==> src/rtl/uart_rx.sv <==
// 8N1 UART receiver: two-flop synchronised line, mid-bit sampling, LSB first.
// Emits a one-cycle o_vld with the received byte, or a one-cycle o_err on a low stop bit.
module uart_rx #(
  parameter int FREQ = 50_000_000,
  parameter int RATE = 2_000_000
) (
  input  logic       clk,
  input  logic       rst_n,
  input  logic       i_rx,
  output logic [7:0] o_data,
  output logic       o_vld,
  output logic       o_err
);

  localparam int DIV  = FREQ / RATE;
  localparam int HALF = DIV / 2;
  localparam int CW   = $clog2(DIV);

  localparam logic [CW-1:0] CNT_MID  = CW'(HALF - 1);
  localparam logic [CW-1:0] CNT_LAST = CW'(DIV - 1);
  localparam logic [CW-1:0] CNT_ONE  = CW'(1);

  typedef enum logic [2:0] {
    IDLE,
    START,
    DATA,
    STOP,
    WAIT_HIGH
  } state_e;

  state_e        state_q, state_d;
  logic [CW-1:0] cnt_q, cnt_d;
  logic [2:0]    idx_q, idx_d;
  logic [7:0]    shift_q, shift_d;
  logic [7:0]    data_q, data_d;
  logic          vld_q, vld_d;
  logic          err_q, err_d;
  logic          rx_meta_q, rx_s_q;

  // The line is asynchronous; reset both flops to the idle-high level.
  always_ff @(posedge clk or negedge rst_n) begin
    if (!rst_n) begin
      rx_meta_q <= 1'b1;
      rx_s_q    <= 1'b1;
    end else begin
      rx_meta_q <= i_rx;
      rx_s_q    <= rx_meta_q;
    end
  end

  always_ff @(posedge clk or negedge rst_n) begin
    if (!rst_n) begin
      state_q <= IDLE;
      cnt_q   <= '0;
      idx_q   <= '0;
      shift_q <= '0;
      data_q  <= '0;
      vld_q   <= 1'b0;
      err_q   <= 1'b0;
    end else begin
      state_q <= state_d;
      cnt_q   <= cnt_d;
      idx_q   <= idx_d;
      shift_q <= shift_d;
      data_q  <= data_d;
      vld_q   <= vld_d;
      err_q   <= err_d;
    end
  end

  // The counter free-runs outside IDLE; every state change clears it.
  always_comb begin
    state_d = state_q;
    cnt_d   = (state_q == IDLE) ? '0 : cnt_q + CNT_ONE;
    idx_d   = idx_q;
    shift_d = shift_q;
    data_d  = data_q;
    vld_d   = 1'b0;
    err_d   = 1'b0;

    case (state_q)
      IDLE: begin
        if (!rx_s_q) begin
          state_d = START;
          cnt_d   = '0;
        end
      end
      START: begin
        if (cnt_q == CNT_MID) begin
          cnt_d = '0;
          if (rx_s_q) begin
            state_d = IDLE;
          end else begin
            state_d = DATA;
            idx_d   = '0;
          end
        end
      end
      DATA: begin
        if (cnt_q == CNT_LAST) begin
          cnt_d          = '0;
          shift_d[idx_q] = rx_s_q;
          if (idx_q == 3'd7) begin
            state_d = STOP;
          end else begin
            idx_d = idx_q + 3'd1;
          end
        end
      end
      STOP: begin
        if (cnt_q == CNT_LAST) begin
          cnt_d = '0;
          if (rx_s_q) begin
            data_d  = shift_q;
            vld_d   = 1'b1;
            state_d = IDLE;
          end else begin
            err_d   = 1'b1;
            state_d = WAIT_HIGH;
          end
        end
      end
      WAIT_HIGH: begin
        if (rx_s_q) begin
          state_d = IDLE;
          cnt_d   = '0;
        end
      end
      default: begin
        state_d = IDLE;
        cnt_d   = '0;
      end
    endcase
  end

  assign o_data = data_q;
  assign o_vld  = vld_q;
  assign o_err  = err_q;

endmodule

==> config.mk <==
export PLATFORM = sky130hd
export DESIGN_NAME = uart_rx
export DESIGN_NICKNAME = d
export VERILOG_FILES = /design/src/rtl/uart_rx.sv
export SDC_FILE = /design/constraint.sdc
export NUM_CORES = 1
export LEC_CHECK = 0
export BUFFER_PORTS_ARGS = -buffer_cell sky130_fd_sc_hd__buf_2
export CAP_MARGIN = 40
export CORE_MARGIN = 5
export CORE_UTILIZATION = 32
export DETAILED_ROUTE_END_ITERATION = 8
export PLACE_DENSITY_LB_ADDON = 0.25
export SYNTH_ARGS = -nofsm -noshare
export SYNTH_HDL_FRONTEND = slang
export SYNTH_SLANG_ARGS = --single-unit
export TNS_END_PERCENT = 1
==> constraint.sdc <==
create_clock -name clk -period 2.36 [get_ports clk]
set_clock_uncertainty 0.1 [all_clocks]
set_input_delay 0.118 -clock clk [delete_from_list [all_inputs] [get_ports clk]]
set_output_delay 0.118 -clock clk [all_outputs]
set_load 0.01 [all_outputs]
==> impl_results.md, run 1 <==
* Status: completed
* Die H at roughly 79 µm
* Total grt overflow at 0
* Port Buffers at 12
* Worst hold path class: reg2reg
* Initial antenna violation count at 0
* Row count at 25
* Total number of yosys warnings at 0
* Post-route ant nets at 0
* Worst-path fanout max at 8
* Drt pass-1 iters at 3
* Post-DP HPWL at around 1.9 mm
* Commonest cells after routing, fill and taps aside: 29 x dfrtp_1, 16 x mux2_2, 12 x buf_2
* Register area share after synthesis at approximately half
* Max clock buf depth at 2
* Initial Util at 32.4%
* Die width at between 70 and 80 µm
* Root Buffer: clkbuf_8
* Max-cap viol count at 0
* FMAX at 527 MHz
* Synthesized flop and latch total at 31
* N_diodes at 0
* DRC errors left at 0
* Final worst-path cycle share at 80.5%
* Worst-Margin Slew at ~0.67 ns
* Leak at 0.803 nW
* First-pass GRT wire length at ~4.7 mm
* Syn_nets at between 100 and 150
* Post-synth cell types at 35
* Crit path time final at ~1.9 ns
* Total CTS buffers at 5
* Routability congestion estimate from global placement at about 0.76
* Largest area contributor in the netlist: dfrtp_1
* Worst-skew pair later-pin latency at roughly 0.27 ns
* Boundary Pins at 13
* RSZ-0062 raised after global routing: false
* Setup TNS at 0 ns
* Drt initial violations at 10
* Finished Layout Cells at about 200
* Syn Area/Cell at 12.2 µm²
* Kind of critical path: reg2reg
* Crit path DAT at 1.93 ns
* Slew Viols, Final at 0
* Post-CTS sizing at 0
* Post-Route WL at between 2 and 3 mm
* Largest net degree at the start of global routing at 32
* Share of layout cells above drive strength 1 at 30.5%
* Pwr Density at 739 mW/mm²
* Vias at about 980
* Largest cells by area after synthesis: dfrtp_1 48%, mux2_2 12%, dfstp_2 3.5%
* Layout Nets at 147
* Synthesized area at around 0.0015 mm²
* Core Box Area at approximately 0.0047 mm²
* Synth top area share at approximately half
* Post-synthesis instance total at between 100 and 150
* CTS H-tree lvls at 2
* Final Hold Viols at 0
* CP required at roughly 2.4 ns
* Startpoint types: register
* Vias per cell at around 5
* Worst ir drop on vdd at about 390 µV
* All-Layer GR Usage at roughly a tenth
* Detail-routed net length per standard cell at roughly 14 µm
* Max transition margin at a little under three fifths
* Clock Sinks at 31
* Number of global-route vias before repair at ~1,000
* Die area at 0.00620 mm²
* Pwr Total at 1.26 mW
* Most common cell after layout, fill and taps aside: dfrtp_1
* Cells after DPL at 185
* Syn-to-layout area delta at 13.1%
* Count of final setup violators at 0
* CTS tree: done
* CP endpoint kind: register
* CTS clock-pin slew for the worst setup and hold paths at 0.06 ns
## power breakdown
part           total [mW]  leakage [nW]  internal, mW  switching [mW]
sequential          0.647         0.414         0.577          0.0704
clock               0.444        0.0515         0.266           0.178
combinational       0.173         0.338        0.0853          0.0874
## state kept, by name, summed over array words and instances (netlist names)
register	flops
shift_q	8
rx_s_q	1
rx_meta_q	1
o_err	1
state_q	3
cnt_q	5
o_data	8
idx_q	3
o_vld	1
## Yosys cell counts (all sizes together)
library cell	instances
or3b	1
o311ai	3
dfstp	2
nor4b	1
a21oi	7
nand4	6
nor3b	2
and4b	1
a21o	1
nand4b	1
a31oi	1
nand2	1
nor2b	4
nand3	9
xnor2	1
ha	4
nor2	4
nand2b	1
dfrtp	29
buf	5
xor2	2
or3	1
a32oi	1
and4bb	1
o21ai	2
nand4bb	1
inv	9
clkbuf	1
a21boi	1
a221oi	1
o211ai	3
mux2	16
nand3b	1
## cell type report
| class | count | area (µm²) |
|---|---|---|
| repair buffers | 15 | 87.6 |
| inverters | 9 | 33.8 |
| fillers | 450 | 2950 |
| clock buffers | 8 | 100 |
| well taps | 54 | 67.6 |
| multi-input cells | 78 | 642 |
| flip-flops and latches | 31 | 778 |
## worst paths after layout
check                      startpoint  slack, ns         end  cells past startpoint
max reg2reg                  idx_q[1]       0.46    idx_q[1]                      5
max                          idx_q[1]       0.46    idx_q[1]                      5
min                         rx_meta_q       0.26      rx_s_q                      0
min reg2reg                 rx_meta_q       0.26      rx_s_q                      0
min in group asynchronous       rst_n       0.32  shift_q[6]                      2
max in group asynchronous       rst_n       1.40    cnt_q[2]                      2
## per-stage QoR
stage	setup WS (ns)	hold WS, ns	cell area [µm²]	util, %
detailed placement	0.442	0.101	1590	34.1
floorplan	0.607	-0.278	1510	-
CTS	0.441	0.257	1710	36.7
global placement	0.486	0.0893	1590	34.1
global route	0.327	0.264	1710	36.7
finish	0.461	0.255	1710	36.7
## routing by layer
metal	vias up	routed length (µm)	GRT usage (%)	part of all wire, %
li1	481	-	-	-
met1	482	1290	12.4	48
met2	10	1270	15.4	47
met3	4	47	1.81	1.8
met4	0	72	7.34	2.7
met5	-	0	0	0
## cells by family (layout without fill, tap and decap cells)
kind of cell / after synthesis / in the layout / synth area share [%]
compound gates: 20 / 20 / 8.86
xor+xnor: 3 / 3 / 1.74
fa+ha+maj: 4 / 4 / 3.31
buf+inv: 15 / 32 / 6.04
flops: 31 / 31 / 51.5
mux: 16 / 16 / 11.9
simple gates: 35 / 35 / 16.6
## repair_timing
action | CTS | global route
hold buffers | 2 | 0
hold endpoints to repair | 30 | 0
setup buffers | 0 | 0
## critical path, stage by stage (launching register included)
cell	delay, ns
dfrtp_1	0.45
ha_1	0.22
ha_1	0.20
or3b_2	0.51
o311ai_0	0.13
o211ai_1	0.15
Note: power is estimated with default switching activity, not from simulation.
==> inputs of run 2 (changes only) <==
--- a/config.mk
+++ b/config.mk
@@ -5,6 +5,7 @@
 export SDC_FILE = /design/constraint.sdc
 export NUM_CORES = 1
 export LEC_CHECK = 0
+export ABC_AREA = 1
 export BUFFER_PORTS_ARGS = -buffer_cell sky130_fd_sc_hd__buf_2
 export CAP_MARGIN = 40
 export CORE_MARGIN = 5
==> constraint.sdc (replaced) <==
create_clock -name clk -period 1.8 [get_ports clk]
set_clock_uncertainty 0.1 [all_clocks]
set_input_delay 0.09 -clock clk [delete_from_list [all_inputs] [get_ports clk]]
set_output_delay 0.09 -clock clk [all_outputs]
set_load 0.01 [all_outputs]
==> run 2 against run 1 <==
Sequential cell count did not move. Cell count grew 31%. Core utilization up 1.7 points. Clock-buffer cell count decreased by 2. First-iteration DRC count grew to 6.1 times the previous value. Setup slack worse by 0.28 ns. Combinational power grew to 3.4 times the previous value. Highest routed layer unchanged.
==> impl_results.md, run 2 <==
* Routability congestion estimate from global placement at 0.803 (+5.2%)
* Synthesized area at 0.00150 mm² (-0.66%)
* Synth cell count leaders: 61 x nand2_1, 29 x dfrtp_1, 18 x nand3_1, 17 x inv_1, 15 x nor2_1
* Pwr Density at 1200 mW/mm² (+62%)
* Final Hold Viols at 0 (unchanged)
* Count leader, synth: nand2_1
* Status: completed
* CTS clock-pin slew for the worst setup and hold paths at 0.06 ns (about the same)
* Post-synth cell types at 24 (-31%)
* Syn_nets at 186 (+42%)
* Setup TNS at 0 ns (unchanged)
* Crit-path slowest cell: dfrtp_1
* Crit path DAT at 1.69 ns (-0.24 ns)
* Max transition margin at 54.7% (-0.71 points)
* Die area at 0.00616 mm² (-0.57%)
* All-Layer GR Usage at 10.4% (+0.49 points)
* Ys async rst share at 100% (unchanged)
* Largest cells by area after synthesis: dfrtp_1 48%, nand2_1 15%, nand3_1 6.0%
* Die width at 78.5 µm (-0.29%)
* Number of global-route vias before repair at 1,130 (+13%)
* Share of layout cells above drive strength 1 at 19.8% (-11 points)
* Synth top area share at 48.3% (+0.32 points)
* Vias per cell at 4.41 (-12%)
* CP Cell Sequence: inv_1 > ha_1 > nand2_1 > clkinv_1 > nand2_1 > a21oi_4 > nand2_1 > nand3_1 > inv_1
* R2R setup slack at 0.18 ns (-0.28 ns)
* Max-cap viol count at 0 (unchanged)
* Hold worst-path end: rx_s_q
* Syn-to-layout area delta at 18.3%
* Core Box Area at 0.00463 mm² (-0.67%)
* Max clock buf depth at 2 (unchanged)
* Post-synth EDFFs at 0 (unchanged)
* Die H at 78.5 µm (-0.29%)
* Primary FF master, synth: dfrtp_1
* Worst R2R End: cnt_q[3]
* Boundary Pins at 13 (unchanged)
* CP endpoint kind: register
* Hold buffers post-CTS at 2 (unchanged)
* Hold Path Cell Cnt at 0 (unchanged)
* CTS tree: done
* CTS H-tree lvls at 2 (unchanged)
* CP required at 1.88 ns (-0.51 ns)
* FMAX at 618 MHz (+17%)
* Crit path time final at 1.62 ns (-0.281 ns)
* Post-DP HPWL at 1.91 mm (+0.15%)
* Startpoint types: register
* Total grt overflow at 0 (unchanged)
* Row count at 25 (unchanged)
* Total CTS buffers at 5 (unchanged)
* Worst Reg-to-Reg Cells at 9 (+4)
* Worst hold path class: reg2reg
* Worst-Margin Slew at 0.680 ns (+0.0106 ns)
* Post-route ant nets at 0 (unchanged)
* Total number of yosys warnings at 0 (unchanged)
* Largest area contributor in the netlist: dfrtp_1
* Register area share after synthesis at 51.8% (+0.34 points)
* Drt pass-1 iters at 4 (+1)
* Port Buffers at 12 (unchanged)
* Leak at 0.943 nW (+17%)
* Initial antenna violation count at 0 (unchanged)
* First-pass GRT wire length at 4.99 mm (+5.4%)
* Layout fillers at 489 (+8.7%)
* Slew Viols, Final at 0 (unchanged)
* Vias at 1,130 (+16%)
* Grt peak-use layer: met2
* Final worst-path cycle share at 89.9% (+9.4 points)
* Commonest cells after routing, fill and taps aside: 61 x nand2_1, 29 x dfrtp_1, 18 x nand3_1
* Layout Nets at 208 (+41%)
* Syn Area/Cell at 8.39 µm² (-31%)
* Final Core Density at 38.4% (+1.7 points)
* Worst-path fanout max at 6 (-2)
* Most common cell after layout, fill and taps aside: nand2_1
* Drt initial violations at 61 (+51)
* Max incr delay on CP at 0.40 ns (-0.11 ns)
* Post-Route WL at 2.65 mm (-1.5%)
* M3 GR Usage at 3.10% (+1.3 points)
* Count of final setup violators at 0 (unchanged)
* Root Buffer: clkbuf_8
* Post-synthesis instance total at 179 (+44%)
* Met2 usage at 16.0% (+0.59 points)
* RSZ-0062 raised after global routing: false
* Met1 usage at 12.9% (+0.51 points)
* Detail-routed net length per standard cell at 10.3 µm (-25%)
* Initial Util at 32.4% (about the same)
* Largest net degree at the start of global routing at 32 (unchanged)
* DRC errors left at 0 (unchanged)
* Post-CTS sizing at 0 (unchanged)
* Post-CTS setup buffer count at 0 (unchanged)
* Worst r2r src: cnt_q[0]
* N_diodes at 0 (unchanged)
* Kind of critical path: reg2reg
* Most frequent CP cell: nand2_1
* WHS at 0.256 ns (+0.000267 ns)
* Worst-skew pair later-pin latency at 0.28 ns (about the same)
* Synthesized flop and latch total at 31 (unchanged)
* Clock Sinks at 31 (unchanged)
* Hold Crit Start: rx_meta_q
* Worst ir drop on vdd at 393 µV (-0.36%)
-- run 2: how the worst max path moves through the flow --
stage | start | to
2_1_floorplan | idx_q[0] | idx_q[0]
3_3_place_gp | cnt_q[0] | idx_q[2]
3_5_place_dp | cnt_q[0] | cnt_q[3]
4_1_cts | cnt_q[0] | cnt_q[3]
5_1_grt | cnt_q[0] | shift_q[0]
6_report | cnt_q[0] | cnt_q[3]
-- run 2: cell families after synthesis --
logic type	after synthesis	share of synthesized area (%)
flip-flops	31	51.8
AO/OA/AOI/OAI	12	5.00
buffers and inverters	25	6.67
adder cells (fa/ha/maj)	4	3.33
AND/OR/NAND/NOR	105	32.0
XOR/XNOR	2	1.17
-- run 2: through the flow --
step                      worst slack (ns)  total power [mW]  std cells  instance area, µm²
final                                0.182              2.13        256                1780
after global routing                0.0384              2.28        256                1780
after CTS                            0.189              2.16        256                1780
after detailed placement             0.195              1.44        246                1640
after global placement               0.218              1.44        246                1640
after floorplan                      0.331              1.31        179                1500
-- run 2: area by class of cell --
class                      count  area (µm²)  area share, %
sequential                    31         778           43.8
multi-input combinational    123         623           35.1
timing repair buffer          16        95.1           5.35
inverter                      24        95.1           5.35
clock buffer                   6        82.6           4.65
tap                           54        67.6           3.80
clock inverter                 2        35.0           1.97
-- run 2: metal layers --
metal	vias to the layer above	share of wire [%]
met5	-	0
met4	0	2.9
met3	6	3.1
met2	14	45
met1	507	49
li1	603	-
-- run 2: critical path, delay by kind of cell (launching register included) --
kind	cells	cell delay, ns
and+or+nand+nor	4	0.46
DFF	1	0.40
AOI/OAI and AO/OA	1	0.26
buffers and inverters	3	0.16
adders and majority gates	1	0.13
-- run 2: power breakdown --
group          switching, mW  internal [mW]  leakage (nW)  total (mW)
logic                  0.385          0.197         0.462       0.583
clock network          0.248          0.447        0.0612       0.696
registers             0.0793          0.771         0.419       0.850
==> inputs of run 3 (changes only) <==
--- a/config.mk
+++ b/config.mk
@@ -6,10 +6,12 @@
 export NUM_CORES = 1
 export LEC_CHECK = 0
 export ABC_AREA = 1
+export ABC_CLOCK_PERIOD_IN_PS = 1500
 export BUFFER_PORTS_ARGS = -buffer_cell sky130_fd_sc_hd__buf_2
 export CAP_MARGIN = 40
 export CORE_MARGIN = 5
 export CORE_UTILIZATION = 32
+export CTS_CLUSTER_SIZE = 28
 export DETAILED_ROUTE_END_ITERATION = 8
 export PLACE_DENSITY_LB_ADDON = 0.25
 export SYNTH_ARGS = -nofsm -noshare
==> constraint.sdc (replaced) <==
create_clock -name clk -period 1.5 [get_ports clk]
set_clock_uncertainty 0.1 [all_clocks]
set_input_delay 0.075 -clock clk [delete_from_list [all_inputs] [get_ports clk]]
set_output_delay 0.075 -clock clk [all_outputs]
set_load 0.01 [all_outputs]
==> run 3 against run 2 <==
The run now ends with negative setup slack left. Critical path type unchanged. Clock-buffer cell count did not move. Hold slack got worse by 0.014 ns. Sequential share of layout area fell by 3.4 points. Clock power rose by 21%.
==> impl_results.md, run 3 (same netlist as run 2, synthesis figures left out) <==
* RSZ-0062 raised after global routing: true
* Share of layout cells above drive strength 1 at 29.0% (+9.2 points)
* DP Area at 0.00171 mm² (+4.1%)
* Worst ir drop on vdd at 656 µV (+67%)
* Crit path DAT at 1.58 ns (-0.11 ns)
* Layout fillers at 476 (-2.7%)
* Row count at 25 (unchanged)
* Number of global-route vias before repair at 1,155 (+2.2%)
* Commonest cells after routing, fill and taps aside: 57 x nand2_1, 29 x dfrtp_1, 17 x inv_1
* Detail-routed net length per standard cell at 10.3 µm (-0.29%)
* Clock Sinks at 31 (unchanged)
* Initial Util at 32.4% (unchanged)
* Post-DP HPWL at 1.89 mm (-0.66%)
* Pwr Density at 1410 mW/mm² (+18%)
* Final worst setup slack at -0.0123 ns (-0.194 ns)
* Final worst-path cycle share at 101% (+11 points)
* Drt pass-1 iters at 4 (unchanged)
* Cells after DPL at 255 (+3.7%)
* Die H at 78.5 µm (unchanged)
* Slew Viols, Final at 0 (unchanged)
* Drt initial violations at 30 (-51%)
* Worst-skew pair later-pin latency at 0.28 ns (about the same)
* Setup TNS at -0.0123 ns (-0.0123 ns)
* Final Hold Viols at 0 (unchanged)
* Max clock buf depth at 2 (unchanged)
* Finished Layout Cells at 268 (+4.7%)
* Worst-Margin Slew at 0.398 ns (-0.283 ns)
* FMAX at 661 MHz (+7.0%)
* Die width at 78.5 µm (unchanged)
* Post-Route WL at 2.76 mm (+4.4%)
* CTS H-tree lvls at 2 (unchanged)
* Syn-to-layout area delta at 28.3%
* Initial antenna violation count at 0 (unchanged)
* Final Core Density at 41.6% (+3.2 points)
* Post-route ant nets at 0 (unchanged)
* Worst hold path class: in2async
* Leak at 1.02 nW (+8.4%)
* Root Buffer: clkbuf_8
* Count of final setup violators at 1 (+1)
* Kind of critical path: reg2reg
* WHS at 0.241 ns (-0.0144 ns)
* CTS clock-pin slew for the worst setup and hold paths at 0.06 ns (about the same)
* Reg area at 778 µm² (unchanged)
* Crit path time final at 1.51 ns (-0.106 ns)
* Multi-input logic area at 678 µm² (+8.8%)
* Die area at 0.00616 mm² (unchanged)
* N_diodes at 0 (unchanged)
* Vias per cell at 4.47 (+1.4%)
* Layout Nets at 220 (+5.8%)
* Worst Reg-to-Reg Cells at 11 (+2)
* Port Buffers at 12 (unchanged)
* Routability congestion estimate from global placement at 0.828 (+3.1%)
* Boundary Pins at 13 (unchanged)
* DRC errors left at 0 (unchanged)
* Core Box Area at 0.00463 mm² (unchanged)
* Final instance area at 0.00193 mm² (+8.5%)
* Most common cell after layout, fill and taps aside: nand2_1
* CP endpoint kind: register
* Status: finished, violations left
* Largest net degree at the start of global routing at 32 (unchanged)
* Max-cap viol count at 0 (unchanged)
* Failing checks: negative setup slack
* Max transition margin at 73.5% (+19 points)
* Worst-path fanout max at 7 (+1)
* Total CTS buffers at 5 (unchanged)
* All-Layer GR Usage at 10.0% (-0.41 points)
* CTS tree: done
* Vias at 1,199 (+6.1%)
* Startpoint types: register
* First-pass GRT wire length at 4.95 mm (-0.82%)
* CP required at 1.57 ns (-0.31 ns)
* Total grt overflow at 0 (unchanged)
-- run 3: cell types whose count changed in the layout (fill, tap and decap cells not counted), moves of 3 or more --
cell	before	now
buf_4	2	13
nand2_1	61	57
nand2_2	1	4
nand3_1	18	15
nand3_2	0	3
-- run 3: final cells by class --
cell class	instances	share of cell area (%)
flip-flops and latches	31	40.4
clock buffers	6	4.29
well taps	54	3.51
inverters	24	5.00
clock inverters	2	1.82
repair buffers	28	9.81
multi-input cells	123	35.2
-- run 3: timing repair --
| action | 4_1_cts | 5_1_grt |
|---|---|---|
| endpoints found under the hold margin | 30 | 0 |
| gates resized for setup | 11 | 4 |
| setup endpoints to repair | 14 | 25 |
| pin swaps | 7 | 3 |
| hold buffers | 2 | 0 |
| setup buffers | 3 | 0 |
-- run 3: per-stage QoR --
| stage | setup WS, ns | total power, mW |
|---|---|---|
| 6_report | -0.0123 | 2.73 |
| 5_1_grt | -0.125 | 2.90 |
| 4_1_cts | 0.000887 | 2.72 |
| 3_5_place_dp | -0.0610 | 1.76 |
| 3_3_place_gp | -0.0391 | 1.77 |
| 2_1_floorplan | 0.0314 | 1.57 |
-- run 3: path summary, 6_finish.rpt --
kind	start	to	slack [ns]
setup / recovery	cnt_q[0]	idx_q[2]	-0.01
max in group asynchronous	rst_n	rx_s_q	0.74
min in group clk	rx_meta_q	rx_s_q	0.26
hold reg to reg	rx_meta_q	rx_s_q	0.26
setup reg to reg	cnt_q[0]	idx_q[2]	-0.01
hold / removal	rst_n	state_q[1]	0.24
-- run 3: routing by layer --
| layer | track usage [%] | up-vias | routed length, µm |
|---|---|---|---|
| li1 | - | 634 | - |
| met1 | 13.1 | 545 | 1440 |
| met2 | 15.5 | 16 | 1200 |
| met4 | 4.20 | 0 | 48 |
| met5 | 0 | - | 0 |
| met3 | 2.75 | 4 | 72 |
-- run 3: worst max-delay path, cell delays in order, from the launching register on --
cell and delay (ns):
dfrtp_1 0.40, buf_6 0.12, ha_4 0.12, inv_1 0.04
nor2_1 0.09, nand2_1 0.09, nand2_4 0.12, nand2_2 0.06
inv_2 0.07, nand2_2 0.07, nand2_1 0.08, nand2_1 0.05
-- run 3: where the power goes --
group	switching [mW]	leakage, nW	internal, mW
Sequential	0.0972	0.419	0.924
Clock	0.303	0.0612	0.537
Combinational	0.520	0.542	0.344
